==> src/rtl/calc_pkg.sv <==
// Shared encodings for the calculator front-end: FSM states, key indices and display modes.
package calc_pkg;

    typedef enum logic [2:0] {
        StIdle     = 3'd0,
        StGetX     = 3'd1,
        StGetY     = 3'd2,
        StGetOp    = 3'd3,
        StIssue    = 3'd4,
        StWaitDone = 3'd5,
        StShow     = 3'd6,
        StFault    = 3'd7
    } calc_state_e;

    localparam int unsigned KEY_STEP = 0;
    localparam int unsigned KEY_MODE = 1;

    localparam logic [1:0] MODE_ARITH = 2'd0;
    localparam logic [1:0] MODE_LOGIC = 2'd1;
    localparam logic [1:0] MODE_CMP   = 2'd2;
    localparam logic [1:0] MODE_MAGIC = 2'd3;

    // Mode changes are only allowed while the datapath is not being fed.
    function automatic logic mode_allowed(input calc_state_e s);
        return (s == StIdle) || (s == StShow) || (s == StFault);
    endfunction

endpackage

==> src/rtl/key_debounce.sv <==
// Single push-button conditioner: 2-flop synchronizer, stability counter and
// one-cycle press pulse on the accepted 1->0 transition of the active-low key.
module key_debounce #(
    parameter int unsigned DEBOUNCE_CYCLES = 500000
) (
    input  logic clk,
    input  logic rst_n,
    input  logic key_n,
    output logic level,
    output logic press
);

    localparam int unsigned CntW = $clog2(DEBOUNCE_CYCLES + 1);
    localparam logic [CntW-1:0] CntMax = CntW'(DEBOUNCE_CYCLES);

    logic [1:0]      sync_q;
    logic            prev_q;
    logic            level_q;
    logic            press_q;
    logic [CntW-1:0] cnt_q;

    always_ff @(posedge clk or negedge rst_n) begin
        if (!rst_n) begin
            sync_q  <= 2'b11;
            prev_q  <= 1'b1;
            level_q <= 1'b1;
            press_q <= 1'b0;
            cnt_q   <= '0;
        end else begin
            sync_q  <= {sync_q[0], key_n};
            prev_q  <= sync_q[1];
            press_q <= 1'b0;
            if (sync_q[1] != prev_q) begin
                cnt_q <= '0;
            end else if (cnt_q != CntMax) begin
                cnt_q <= cnt_q + 1'b1;
            end else begin
                // Counter saturates, so a held key yields a single accepted edge.
                level_q <= prev_q;
                press_q <= level_q & ~prev_q;
            end
        end
    end

    assign level = level_q;
    assign press = press_q;

endmodule

==> src/rtl/calc_sequencer.sv <==
// Calculator front-end: debounced operand entry, START/DONE handshake with timeout,
// held result and display mode register.
module calc_sequencer
    import calc_pkg::*;
#(
    parameter int unsigned DEBOUNCE_CYCLES = 500000,
    parameter int unsigned TIMEOUT_CYCLES  = 1024
) (
    input  logic       clk,
    input  logic       rst_n,
    input  logic [1:0] key_n,
    input  logic [3:0] sw_operand,
    input  logic [1:0] sw_op,
    input  logic       done,
    input  logic [7:0] result_in,
    output logic [3:0] x,
    output logic [3:0] y,
    output logic [1:0] operation,
    output logic       start,
    output logic [7:0] result,
    output logic [1:0] mode,
    output logic [2:0] state,
    output logic       busy,
    output logic       fault
);

    localparam int unsigned TmoW = $clog2(TIMEOUT_CYCLES);
    localparam logic [TmoW-1:0] TmoLast = TmoW'(TIMEOUT_CYCLES - 1);

    // Async assert, sync release.
    logic [1:0] rst_sync_q;
    logic       rst_s_n;

    always_ff @(posedge clk or negedge rst_n) begin
        if (!rst_n) begin
            rst_sync_q <= 2'b00;
        end else begin
            rst_sync_q <= {rst_sync_q[0], 1'b1};
        end
    end

    assign rst_s_n = rst_sync_q[1];

    logic [1:0] key_level;
    logic [1:0] key_press;
    logic       unused_key_level;

    key_debounce #(
        .DEBOUNCE_CYCLES(DEBOUNCE_CYCLES)
    ) u_step (
        .clk  (clk),
        .rst_n(rst_s_n),
        .key_n(key_n[KEY_STEP]),
        .level(key_level[KEY_STEP]),
        .press(key_press[KEY_STEP])
    );

    key_debounce #(
        .DEBOUNCE_CYCLES(DEBOUNCE_CYCLES)
    ) u_mode (
        .clk  (clk),
        .rst_n(rst_s_n),
        .key_n(key_n[KEY_MODE]),
        .level(key_level[KEY_MODE]),
        .press(key_press[KEY_MODE])
    );

    assign unused_key_level = ^key_level;

    calc_state_e     state_q, state_d;
    logic [3:0]      x_q, x_d;
    logic [3:0]      y_q, y_d;
    logic [1:0]      op_q, op_d;
    logic [7:0]      result_q, result_d;
    logic [1:0]      mode_q, mode_d;
    logic [TmoW-1:0] tcnt_q, tcnt_d;
    logic            start_q, start_d;
    logic            step_ev, mode_ev;

    assign step_ev = key_press[KEY_STEP];
    assign mode_ev = key_press[KEY_MODE];

    always_comb begin
        state_d  = state_q;
        x_d      = x_q;
        y_d      = y_q;
        op_d     = op_q;
        result_d = result_q;
        mode_d   = mode_q;
        tcnt_d   = tcnt_q;

        unique case (state_q)
            StIdle: begin
                if (step_ev) state_d = StGetX;
            end
            StGetX: begin
                if (step_ev) begin
                    x_d     = sw_operand;
                    state_d = StGetY;
                end
            end
            StGetY: begin
                if (step_ev) begin
                    y_d     = sw_operand;
                    state_d = StGetOp;
                end
            end
            StGetOp: begin
                if (step_ev) begin
                    op_d    = sw_op;
                    state_d = StIssue;
                end
            end
            StIssue: begin
                tcnt_d  = '0;
                state_d = StWaitDone;
            end
            StWaitDone: begin
                if (done) begin
                    result_d = result_in;
                    state_d  = StShow;
                end else begin
                    tcnt_d = tcnt_q + 1'b1;
                    if (tcnt_d == TmoLast) state_d = StFault;
                end
            end
            StShow: begin
                if (step_ev) state_d = StGetX;
            end
            StFault: begin
                if (step_ev) state_d = StIdle;
            end
            default: state_d = StIdle;
        endcase

        // STEP wins over a coincident MODE event.
        if (mode_ev && !step_ev && mode_allowed(state_q)) begin
            mode_d = mode_q + 2'd1;
        end

        start_d = (state_d == StIssue);
    end

    always_ff @(posedge clk or negedge rst_s_n) begin
        if (!rst_s_n) begin
            state_q  <= StIdle;
            x_q      <= '0;
            y_q      <= '0;
            op_q     <= '0;
            result_q <= '0;
            mode_q   <= MODE_ARITH;
            tcnt_q   <= '0;
            start_q  <= 1'b0;
        end else begin
            state_q  <= state_d;
            x_q      <= x_d;
            y_q      <= y_d;
            op_q     <= op_d;
            result_q <= result_d;
            mode_q   <= mode_d;
            tcnt_q   <= tcnt_d;
            start_q  <= start_d;
        end
    end

    assign x         = x_q;
    assign y         = y_q;
    assign operation = op_q;
    assign start     = start_q;
    assign result    = result_q;
    assign mode      = mode_q;
    assign state     = state_q;
    assign busy      = (state_q == StIssue) || (state_q == StWaitDone);
    assign fault     = (state_q == StFault);

endmodule

==> config.mk <==
export PLATFORM = sky130hd
export DESIGN_NAME = calc_sequencer
export DESIGN_NICKNAME = d
export VERILOG_FILES = /design/src/rtl/calc_pkg.sv /design/src/rtl/key_debounce.sv /design/src/rtl/calc_sequencer.sv
export SDC_FILE = /design/constraint.sdc
export NUM_CORES = 1
export LEC_CHECK = 0
export BUFFER_PORTS_ARGS = -buffer_cell sky130_fd_sc_hd__buf_2
export CAP_MARGIN = 10
export CORE_MARGIN = 5
export CORE_UTILIZATION = 55
export CTS_CLUSTER_SIZE = 40
export DETAILED_ROUTE_END_ITERATION = 16
export PLACE_DENSITY = 0.74
export SYNTH_ARGS = -nofsm -noshare
export SYNTH_HDL_FRONTEND = slang
export SYNTH_SLANG_ARGS = --single-unit
==> constraint.sdc <==
create_clock -name clk -period 4.3 [get_ports clk]
set_input_delay 0.43 -clock clk [delete_from_list [all_inputs] [get_ports clk]]
set_output_delay 0.43 -clock clk [all_outputs]
set_load 0.05 [all_outputs]
==> results of run 1 <==
[worst max-delay path, stage by stage (launching register included)]
cell and delay, ns:
dfrtp_1 0.52, nor2b_1 0.32, buf_2 0.33
[layout by cell type, fill, tap and decap left out, types with 7 or more instances in the layout]
master,instances
nand3_1,18
o21ai_0,26
clkbuf_8,9
nand2_1,39
nor4_1,9
nor2_1,33
and4_1,7
a21oi_1,16
dfstp_2,8
buf_2,44
nand2b_1,9
dfrtp_1,75
and3_1,8
xnor2_1,17
xor2_1,12
mux2_2,19
nor3_1,7
nand4_1,12
inv_1,11
[metrics by stage]
step	utilization, %	area [sq um]	hold slack [ns]	setup WS (ns)	power, mW
final	63.90	4684	0.1789	2.354	1.432
after global routing	63.90	4684	0.1603	2.229	1.498
after CTS	63.80	4677	0.1650	2.287	1.448
after detailed placement	61.19	4486	0.2245	2.293	0.9291
after global placement	61.19	4486	0.2153	2.358	0.9251
after floorplan	-	4182	0.1344	1.713	0.8980
[synth_stat cells (7+ instances only)]
| cell | n |
|---|---|
| nor4_1 | 9 |
| nor2_1 | 33 |
| and3_1 | 8 |
| dfstp_2 | 8 |
| o21ai_0 | 26 |
| nand3_1 | 18 |
| and4_1 | 7 |
| xor2_1 | 12 |
| inv_1 | 11 |
| clkbuf_1 | 11 |
| nand2_1 | 39 |
| a21oi_1 | 16 |
| mux2_2 | 19 |
| nand2b_1 | 9 |
| nor3_1 | 7 |
| dfrtp_1 | 76 |
| nand4_1 | 12 |
| xnor2_1 | 17 |
[power by group through the flow]
stage | registers [mW] | clock network [mW] | logic, mW
after floorplan | 0.854 | 0 | 0.0436
after global placement | 0.854 | 0 | 0.0710
after detailed placement | 0.856 | 0 | 0.0734
after CTS | 0.840 | 0.533 | 0.0743
after global routing | 0.846 | 0.565 | 0.0865
final | 0.839 | 0.517 | 0.0753
[layout make-up]
type                    instances  area share, %
clock buffers                   9          2.644
repair buffers                 47          5.235
clock inverters                 7          1.229
well taps                      99          2.644
inverters                      11         0.8814
multi-input cells             301          42.20
flip-flops and latches         84          45.17
[repair_timing]
item | in CTS | in global routing
setup endpoints to repair | 0 | 0
endpoints found under the hold margin | 2 | 0
hold buffers | 1 | 0
[registers in the layout, summed over array words and instances, names as in the netlist]
register / count
rst_sync_q: 2
result: 8
tcnt_q: 10
operation: 2
u_step.press: 1
u_step.cnt_q: 19
u_mode.sync_q: 2
u_mode.cnt_q: 19
u_step.sync_q: 2
u_mode.press: 1
state: 3
start: 1
y: 4
u_step.prev_q: 1
u_step.level: 1
u_mode.prev_q: 1
mode: 2
u_mode.level: 1
x: 4
[logic make-up (layout without fill, tap and decap cells)]
group	after synthesis	after routing	synth area share (%)
AND/OR/NAND/NOR	175	175	23.40
flip-flops	84	84	50.51
AO/OA/AOI/OAI	68	68	10.08
XOR/XNOR	29	29	6.074
buffers and inverters	24	74	2.214
multiplexers	22	22	5.835
adder cells (fa/ha/maj)	6	6	1.795
other	1	1	0.08968
[layer usage]
| layer | vias up | track usage [%] | share of wire, % |
|---|---|---|---|
| li1 | 1562 | - | - |
| met1 | 1518 | 24.39 | 48 |
| met2 | 58 | 28.03 | 46 |
| met3 | 10 | 3.446 | 4.1 |
| met4 | 0 | 6.048 | 1.4 |
| met5 | - | 0 | 0 |
[worst max path at each step]
stage / from / to / slack (ns) / cells past startpoint
6_report: state[2] / busy / 2.35 / 2
5_1_grt: state[2] / busy / 2.23 / 2
4_1_cts: u_step.sync_q[1] / u_step.cnt_q[18] / 2.29 / 3
3_5_place_dp: u_step.sync_q[1] / u_step.cnt_q[18] / 2.29 / 3
3_3_place_gp: u_step.sync_q[1] / u_step.cnt_q[18] / 2.36 / 3
2_1_floorplan: state[2] / tcnt_q[6] / 1.71 / 5
==> impl_metrics.tcl, run 1 <==
set metrics [dict create \
    status "finished clean" \
    rows 31 \
    area_growth_pct 12.03 \
    seqPwrFrac_pct 58.6 \
    leakage_nw 2.086 \
    wl_per_cell_um 14.32 \
    clk_pin_slew_ns 0.09 \
    seqCellArea_sq_mm 0.002116 \
    gr-total-overflow 0 \
    holdPathStages 1 \
    r2r_end "u_mode.cnt_q[16]" \
    min_from "key_n[0]" \
    r2r_cells 4 \
    placedCellCount 540 \
    fillCellCount 594 \
    cts_made_buffers 9 \
    p_int_mw 1.054 \
    synth_edf_count 0 \
    crit_path_end_kind "output port" \
    finalClockSkew_ns 0.01202 \
    rsz0062_at_grt "no" \
    io_buffers 44 \
    postSynthAreaPerCell_sq_um 10.22 \
    synthTopCellsByArea "dfrtp_1, mux2_2, dfstp_2" \
    instances_no_fill 558 \
    clockPowerShare_pct 36.1 \
    multi_input_area_sq_mm 0.001977 \
    yosys.area.top_type_share_pct 45.48 \
    viasPerCell 5.642 \
    holdPathEnd "u_step.sync_q[0]" \
    core_sq_mm 0.007331 \
    drt_iter0_markers 133 \
    drive_above_1_share_pct 21.13 \
    drc_errors 0 \
    syn_inst 409 \
    grt_pass1_vias 3044 \
    max_freq_mhz 513.8 \
    crit_required_ns 3.87 \
    max_slew_margin_pct 33.85 \
    swShare_pct 26.35 \
    min_path_type "primary input to flop" \
    start_util_pct 57.04 \
    worstSetupPathType "flop to output port" \
    drv_slew 0 \
    ys_seq_area_share_pct 50.51 \
    power_frac_comb_pct 5.3 \
    rrSetupSlack_ns 2.47 \
    cts_buffer_depth 2 \
    die_y_um 97.20 \
    dieWidth_um 97.20 \
    ant_nets 0 \
    fp.dieArea_sq_mm 0.009447 \
    postCtsSetupBuffers 0 \
    cts_tree "yes" \
    finalCritPeriodShare_pct 45.26 \
    switching_power_uw 377.1 \
    syn-num-nets 434 \
    cts_resized 0 \
    dr.pass1.iters 4 \
    synth_area_sq_mm 0.004182 \
    ys_warn_count 0 \
    cp_max_fo 11 \
    grt_pass1_wl_um 14210 \
    htreeDepth 3 \
    drv_cap 0 \
    hold_violations 0 \
    fin_tns_setup_ns 0 \
    vias 3148 \
    powerDensity_mw_per_mm2 305.6 \
    clkSinkCount 84 \
    diodes 0 \
    grt.total_usage_pct 17.69 \
    place_congestion 0.7866 \
    pin_count 45 \
    ys_types 53 \
    grt_start_max_net_pins 83 \
    cp.arrival_ns 1.52 \
    period_minus_slack_ns 1.946 \
    cts_root_buffer "clkbuf_8" \
    irDropWorstVdd_mv 0.1828 \
    dominantRegCellSynth "dfrtp_1" \
    ys_ff_latch 84 \
    yosys.area.top_type "dfrtp_1" \
    startpoint_type "flop" \
    clk-insertion-delay-late_ns 0.35 \
    r2r-start "u_mode.cnt_q[2]" \
    synthArstFlopShare_pct 100.0 \
    routed_wl_um 7988 \
    place_hpwl_um 5622 \
    setup_viol 0 \
    nets 479 \
    worst_slew_pin_slew_ns 0.9922 \
    antenna_found_initial 0 \
]
Note: power is estimated with default switching activity, not from simulation.
==> inputs of run 2 (changes only) <==
==> constraint.sdc (replaced) <==
create_clock -name clk -period 1.9 [get_ports clk]
set_input_delay 0.19 -clock clk [delete_from_list [all_inputs] [get_ports clk]]
set_output_delay 0.19 -clock clk [all_outputs]
set_load 0.05 [all_outputs]
==> impl_metrics.tcl, run 2 (synthesis results as in run 1) <==
set metrics [dict create \
    drv_slew 0 \
    fp.dieArea_sq_mm 0.009447 \
    drive_above_1_share_pct 23.35 \
    grt_pass1_wl_um 14520 \
    clkSinkCount 84 \
    area_growth_pct 14.72 \
    grt_start_max_net_pins 41 \
    core_sq_mm 0.007331 \
    vias 3252 \
    dieWidth_um 97.20 \
    gr-total-overflow 0 \
    r2r-start "u_mode.cnt_q[0]" \
    r2r_end "u_mode.press" \
    p_total_mw 3.261 \
    irDropWorstVdd_mv 0.6003 \
    reg.largest.list "u_mode.cnt_q (19), u_step.cnt_q (19), tcnt_q (10)" \
    whs_ns 0.06217 \
    diodes 0 \
    crit_path_cell_trace "inv_1 -> ha_1 -> nor4b_2 -> and2_1 -> nand2_1 -> nor4b_1" \
    start_util_pct 57.04 \
    postCtsSetupBuffers 0 \
    setup_viol 0 \
    grt_util_met2_pct 29.09 \
    ant_nets 0 \
    max_freq_mhz 561.7 \
    finalClockSkew_ns 0.008583 \
    cts_tree "yes" \
    crit_path_end_kind "flop" \
    clk-insertion-delay-late_ns 0.35 \
    viasPerCell 5.705 \
    clk_pin_slew_ns 0.09 \
    cp_max_fo 4 \
    routed_wl_um 8303 \
    instances_no_fill 570 \
    cp.arrival_ns 2.01 \
    wl_per_cell_um 14.57 \
    grt.total_usage_pct 18.22 \
    htreeDepth 3 \
    use_met3_pct 3.518 \
    grt.busiest_layer "met2" \
    pin_count 45 \
    cts_made_buffers 9 \
    finalCritPeriodShare_pct 93.71 \
    cts_buffer_depth 2 \
    place_hpwl_um 6008 \
    place_congestion 0.8646 \
    io_buffers 44 \
    placedCellCount 551 \
    die_y_um 97.20 \
    min_path_type "primary input to flop" \
    drv_cap 0 \
    worst_slew_pin_slew_ns 0.5042 \
    status "finished clean" \
    holdPathStages 2 \
    powerDensity_mw_per_mm2 679.9 \
    holdPathEnd "result[2]" \
    cts_root_buffer "clkbuf_8" \
    drt_iter0_markers 167 \
    hold_violations 0 \
    rrSetupSlack_ns 0.12 \
    fillCellCount 575 \
    crit_path_top_delay_cell "dfrtp_1" \
    crit_required_ns 2.13 \
    grt_pass1_vias 3202 \
    period_minus_slack_ns 1.780 \
    nets 491 \
    startpoint "u_mode.cnt_q[0]" \
    final_area_sq_mm 0.004797 \
    drc_errors 0 \
    antenna_found_initial 0 \
    fin_tns_setup_ns 0 \
    grt_use_met1_pct 24.49 \
    layout_commonest_cell "dfrtp_1" \
    min_from "result_in[2]" \
    worstSetupPathType "flop to flop" \
    path_delay_family "simple AND/OR/NAND/NOR gates" \
    placed_area_sq_mm 0.004576 \
    cp.buffers_inverters 1 \
    max_slew_margin_pct 66.07 \
    leakage_nw 2.141 \
    r2r_cells 6 \
    startpoint_type "flop" \
    rsz0062_at_grt "no" \
    rows 31 \
    dr.pass1.iters 4 \
    final_cell_mix "dfrtp_1, buf_2, nand2_1" \
    critPathMaxStageDelay_ns 0.41 \
]
run 2: power by group:
part | total (mW) | leakage, nW | internal (mW) | switching [mW]
combinational | 0.207 | 0.934 | 0.0810 | 0.126
clock | 1.17 | 0.0868 | 0.492 | 0.680
sequential | 1.88 | 1.12 | 1.83 | 0.0560
total | 3.26 | 2.14 | 2.40 | 0.862
run 2: final cells by class:
class	instances	area [sq um]	area share [%]
clock buffers	9	123.9	2.582
clock inverters	7	58.81	1.226
inverters	11	41.29	0.8607
multi-input cells	301	1993	41.55
flip-flops and latches	84	2116	44.11
well taps	99	123.9	2.582
repair buffers	59	340.3	7.094
run 2: worst max path at each step:
| stage | slack [ns] | cells past startpoint | to |
|---|---|---|---|
| global placement | 0.26 | 6 | u_mode.press |
| detailed placement | 0.15 | 5 | state[1] |
| global route | 0.03 | 6 | u_step.press |
| floorplan | -0.06 | 5 | tcnt_q[6] |
| CTS | 0.03 | 6 | u_mode.press |
| finish | 0.12 | 6 | u_mode.press |
run 2: per-layer routing:
metal / up-vias / part of all wire (%)
met3: 13 / 3.6
met5: - / 0
met4: 0 / 1.8
li1: 1595 / -
met1: 1580 / 47
met2: 64 / 48
run 2: timing repair:
| action | 4_1_cts | 5_1_grt |
|---|---|---|
| setup endpoints to repair | 0 | 3 |
| hold buffers | 3 | 0 |
| resized for setup | 0 | 2 |
| endpoints found under the hold margin | 4 | 0 |
run 2: stage by stage:
step	util [%]	worst slack (ns)
floorplan	-	-0.05606
global placement	62.42	0.2576
detailed placement	62.42	0.1533
CTS	65.32	0.02588
global route	65.44	0.02630
finish	65.44	0.1196
==> inputs of run 3 (changes only) <==
--- a/config.mk
+++ b/config.mk
@@ -5,6 +5,7 @@
 export SDC_FILE = /design/constraint.sdc
 export NUM_CORES = 1
 export LEC_CHECK = 0
+export ABC_AREA = 1
 export BUFFER_PORTS_ARGS = -buffer_cell sky130_fd_sc_hd__buf_2
 export CAP_MARGIN = 10
 export CORE_MARGIN = 5
==> impl_metrics.tcl, run 3 <==
set metrics [dict create \
    cp_max_fo 6 \
    cts_made_buffers 9 \
    drive_above_1_share_pct 21.52 \
    setup_viol 0 \
    synth_edf_count 0 \
    htreeDepth 3 \
    synth.most_common_cell "nand2_1" \
    rrSetupSlack_ns 0.29 \
    finalCritPeriodShare_pct 84.93 \
    nets 587 \
    worst_slew_pin_slew_ns 0.5363 \
    irDropWorstVdd_mv 0.4212 \
    yosys.area.top_type "dfrtp_1" \
    rows 32 \
    min_from "sw_op[1]" \
    crit_path_end_kind "flop" \
    ys_types 39 \
    synth-compound-area-share_pct 8.066 \
    powerDensity_mw_per_mm2 668.0 \
    core_sq_mm 0.007607 \
    synthArstFlopShare_pct 100.0 \
    syn-num-nets 530 \
    max_freq_mhz 619.7 \
    diodes 0 \
    wl_per_cell_um 12.41 \
    r2r-start "u_step.cnt_q[0]" \
    r2r_cells 8 \
    seqPwrFrac_pct 57.4 \
    finalClockSkew_ns 0.01165 \
    place_congestion 0.9129 \
    crit_required_ns 2.14 \
    cts_buffer_depth 2 \
    path_delay_family "simple AND/OR/NAND/NOR gates" \
    viasPerCell 5.181 \
    synth_commonest_cells "nand2_1, dfrtp_1, inv_1, nor2_1, nand3_1" \
    hold_violations 0 \
    synth_mux_area_share_pct 2.120 \
    crit_path_cell_trace "ha_1 -> nand2_1 -> inv_2 -> nand2_2 -> nor2_4 -> nand4_2 -> o21ai_1 -> a21oi_1" \
    final_cell_mix "nand2_1, dfrtp_1, inv_1" \
    grt_start_max_net_pins 39 \
    cts_tree "yes" \
    grt.total_usage_pct 18.71 \
    fp.dieArea_sq_mm 0.009586 \
    max_slew_margin_pct 64.25 \
    drt_iter0_markers 168 \
    ys_seq_area_share_pct 49.69 \
    status "finished clean" \
    io_buffers 44 \
    ys_warn_count 0 \
    gr-total-overflow 0 \
    synth_xor_area_share_pct 1.442 \
    vias 3466 \
    crit_path_top_delay_cell "dfrtp_1" \
    reg.largest.list "u_mode.cnt_q (19), u_step.cnt_q (19), tcnt_q (10)" \
    power_frac_comb_pct 4.6 \
    drv_cap 0 \
    synth_area_sq_mm 0.004250 \
    leakage_nw 2.308 \
    place_hpwl_um 6252 \
    grt_pass1_wl_um 14890 \
    ant_nets 0 \
    pin_count 45 \
    worstSetupPathType "flop to flop" \
    dr.pass1.iters 4 \
    synth-simple-area-share_pct 28.97 \
    rsz0062_at_grt "no" \
    yosys.area.top_type_share_pct 44.75 \
    drv_slew 0 \
    clkSinkCount 84 \
    synth_top_family_by_area "simple AND/OR/NAND/NOR gates" \
    clk-insertion-delay-late_ns 0.36 \
    clockPowerShare_pct 38.0 \
    cts_root_buffer "clkbuf_8" \
    cp.buffers_inverters 1 \
    area_growth_pct 14.10 \
    die_y_um 97.91 \
    ys_ff_latch 84 \
    grt_pass1_vias 3300 \
    period_minus_slack_ns 1.614 \
    routed_wl_um 8305 \
    postSynthAreaPerCell_sq_um 8.416 \
    startpoint_type "flop" \
    antenna_found_initial 0 \
    fin_tns_setup_ns 0 \
    drc_errors 0 \
    r2r_end "u_step.cnt_q[14]" \
    p_total_mw 3.239 \
    syn_inst 505 \
    holdPathStages 3 \
    critPathMaxStageDelay_ns 0.45 \
    synthTopCellsByArea "dfrtp_1, nand2_1, inv_1" \
    dieWidth_um 97.91 \
    switching_power_uw 852.2 \
    start_util_pct 55.87 \
    clk_pin_slew_ns 0.09 \
    swShare_pct 26.31 \
    synthAdderAreaFrac_pct 1.766 \
    dominantRegCellSynth "dfrtp_1" \
    cp.arrival_ns 1.86 \
    holdPathEnd "operation[1]" \
    min_path_type "primary input to flop" \
    layout_commonest_cell "nand2_1" \
    p_int_mw 2.387 \
]
run 3: changes by cell type in the layout (fill, tap and decap cells not counted), moves of 11 or more:
cell and change:
nand3_1 +13, nor2_1 +20, xnor2_1 -16, inv_1 +59, mux2_2 -11, nand2_1 +58
run 3: metal layers:
layer,vias to the layer above,track usage (%),part of all wire (%)
li1,1757,-,-
met4,0,5.431,1.2
met5,-,0,0
met1,1625,25.60,48
met2,76,29.32,45
met3,8,5.143,5.4
run 3: timing repair:
action / 4_1_cts / 5_1_grt
hold buffers: 3 / 0
resized for setup: 0 / 0
hold endpoints to repair: 4 / 0
setup buffers: 0 / 0
endpoints found under the setup margin: 0 / 0
run 3: kinds of logic after synthesis:
group                    after synthesis
AND/OR/NAND/NOR                      250
flip-flops                            84
buffers and inverters                 84
AO/OA/AOI/OAI                         65
multiplexers                           8
XOR/XNOR                               7
adder cells (fa/ha/maj)                6
other                                  1
run 3: power groups by stage:
stage	Clock, mW	Combinational [mW]	Sequential (mW)
global placement	0	0.143	1.89
finish	1.23	0.149	1.86
floorplan	0	0.0809	1.90
global route	1.35	0.175	1.87
CTS	1.28	0.152	1.86
detailed placement	0	0.146	1.90
run 3: worst max path at each step:
stage	end	depth (start not counted)	startpoint	slack, ns
2_1_floorplan	result[0]	4	state[2]	0.03
3_3_place_gp	u_step.cnt_q[14]	8	u_step.cnt_q[0]	0.39
3_5_place_dp	u_step.cnt_q[14]	8	u_step.cnt_q[0]	0.30
4_1_cts	fault	3	state[0]	0.28
5_1_grt	u_mode.cnt_q[14]	8	u_mode.cnt_q[0]	0.11
6_report	u_step.cnt_q[14]	8	u_step.cnt_q[0]	0.29
run 3: layout make-up:
type | count | area, sq um
Fill cell | 663 | 2758
Sequential cell | 84 | 2116
Multi-Input combinational cell | 337 | 1809
Timing Repair Buffer | 51 | 305.3
Inverter | 79 | 297.8
Tap cell | 102 | 127.6
Clock buffer | 9 | 123.9
Clock inverter | 7 | 70.07
run 3: worst reg2reg max path, delay by kind of cell (launching register included):
| family | cells | cell delay [ns] |
|---|---|---|
| and+or+nand+nor | 4 | 0.48 |
| buffers and inverters | 1 | 0.08 |
| AOI/OAI and AO/OA | 2 | 0.21 |
| adders and majority gates | 1 | 0.30 |
| DFF | 1 | 0.45 |
run 3: metrics by stage:
step / setup WS, ns / cell area (sq um) / hold slack, ns / utilization, % / cells
finish: 0.2864 / 4850 / 0.03000 / 63.75 / 669
global route: 0.1148 / 4850 / 0.02137 / 63.75 / 669
CTS: 0.2830 / 4850 / 0.01483 / 63.75 / 669
detailed placement: 0.3021 / 4626 / -0.02239 / 60.81 / 650
global placement: 0.3897 / 4626 / -0.02441 / 60.81 / 650
floorplan: 0.03288 / 4257 / -0.1056 / - / 505
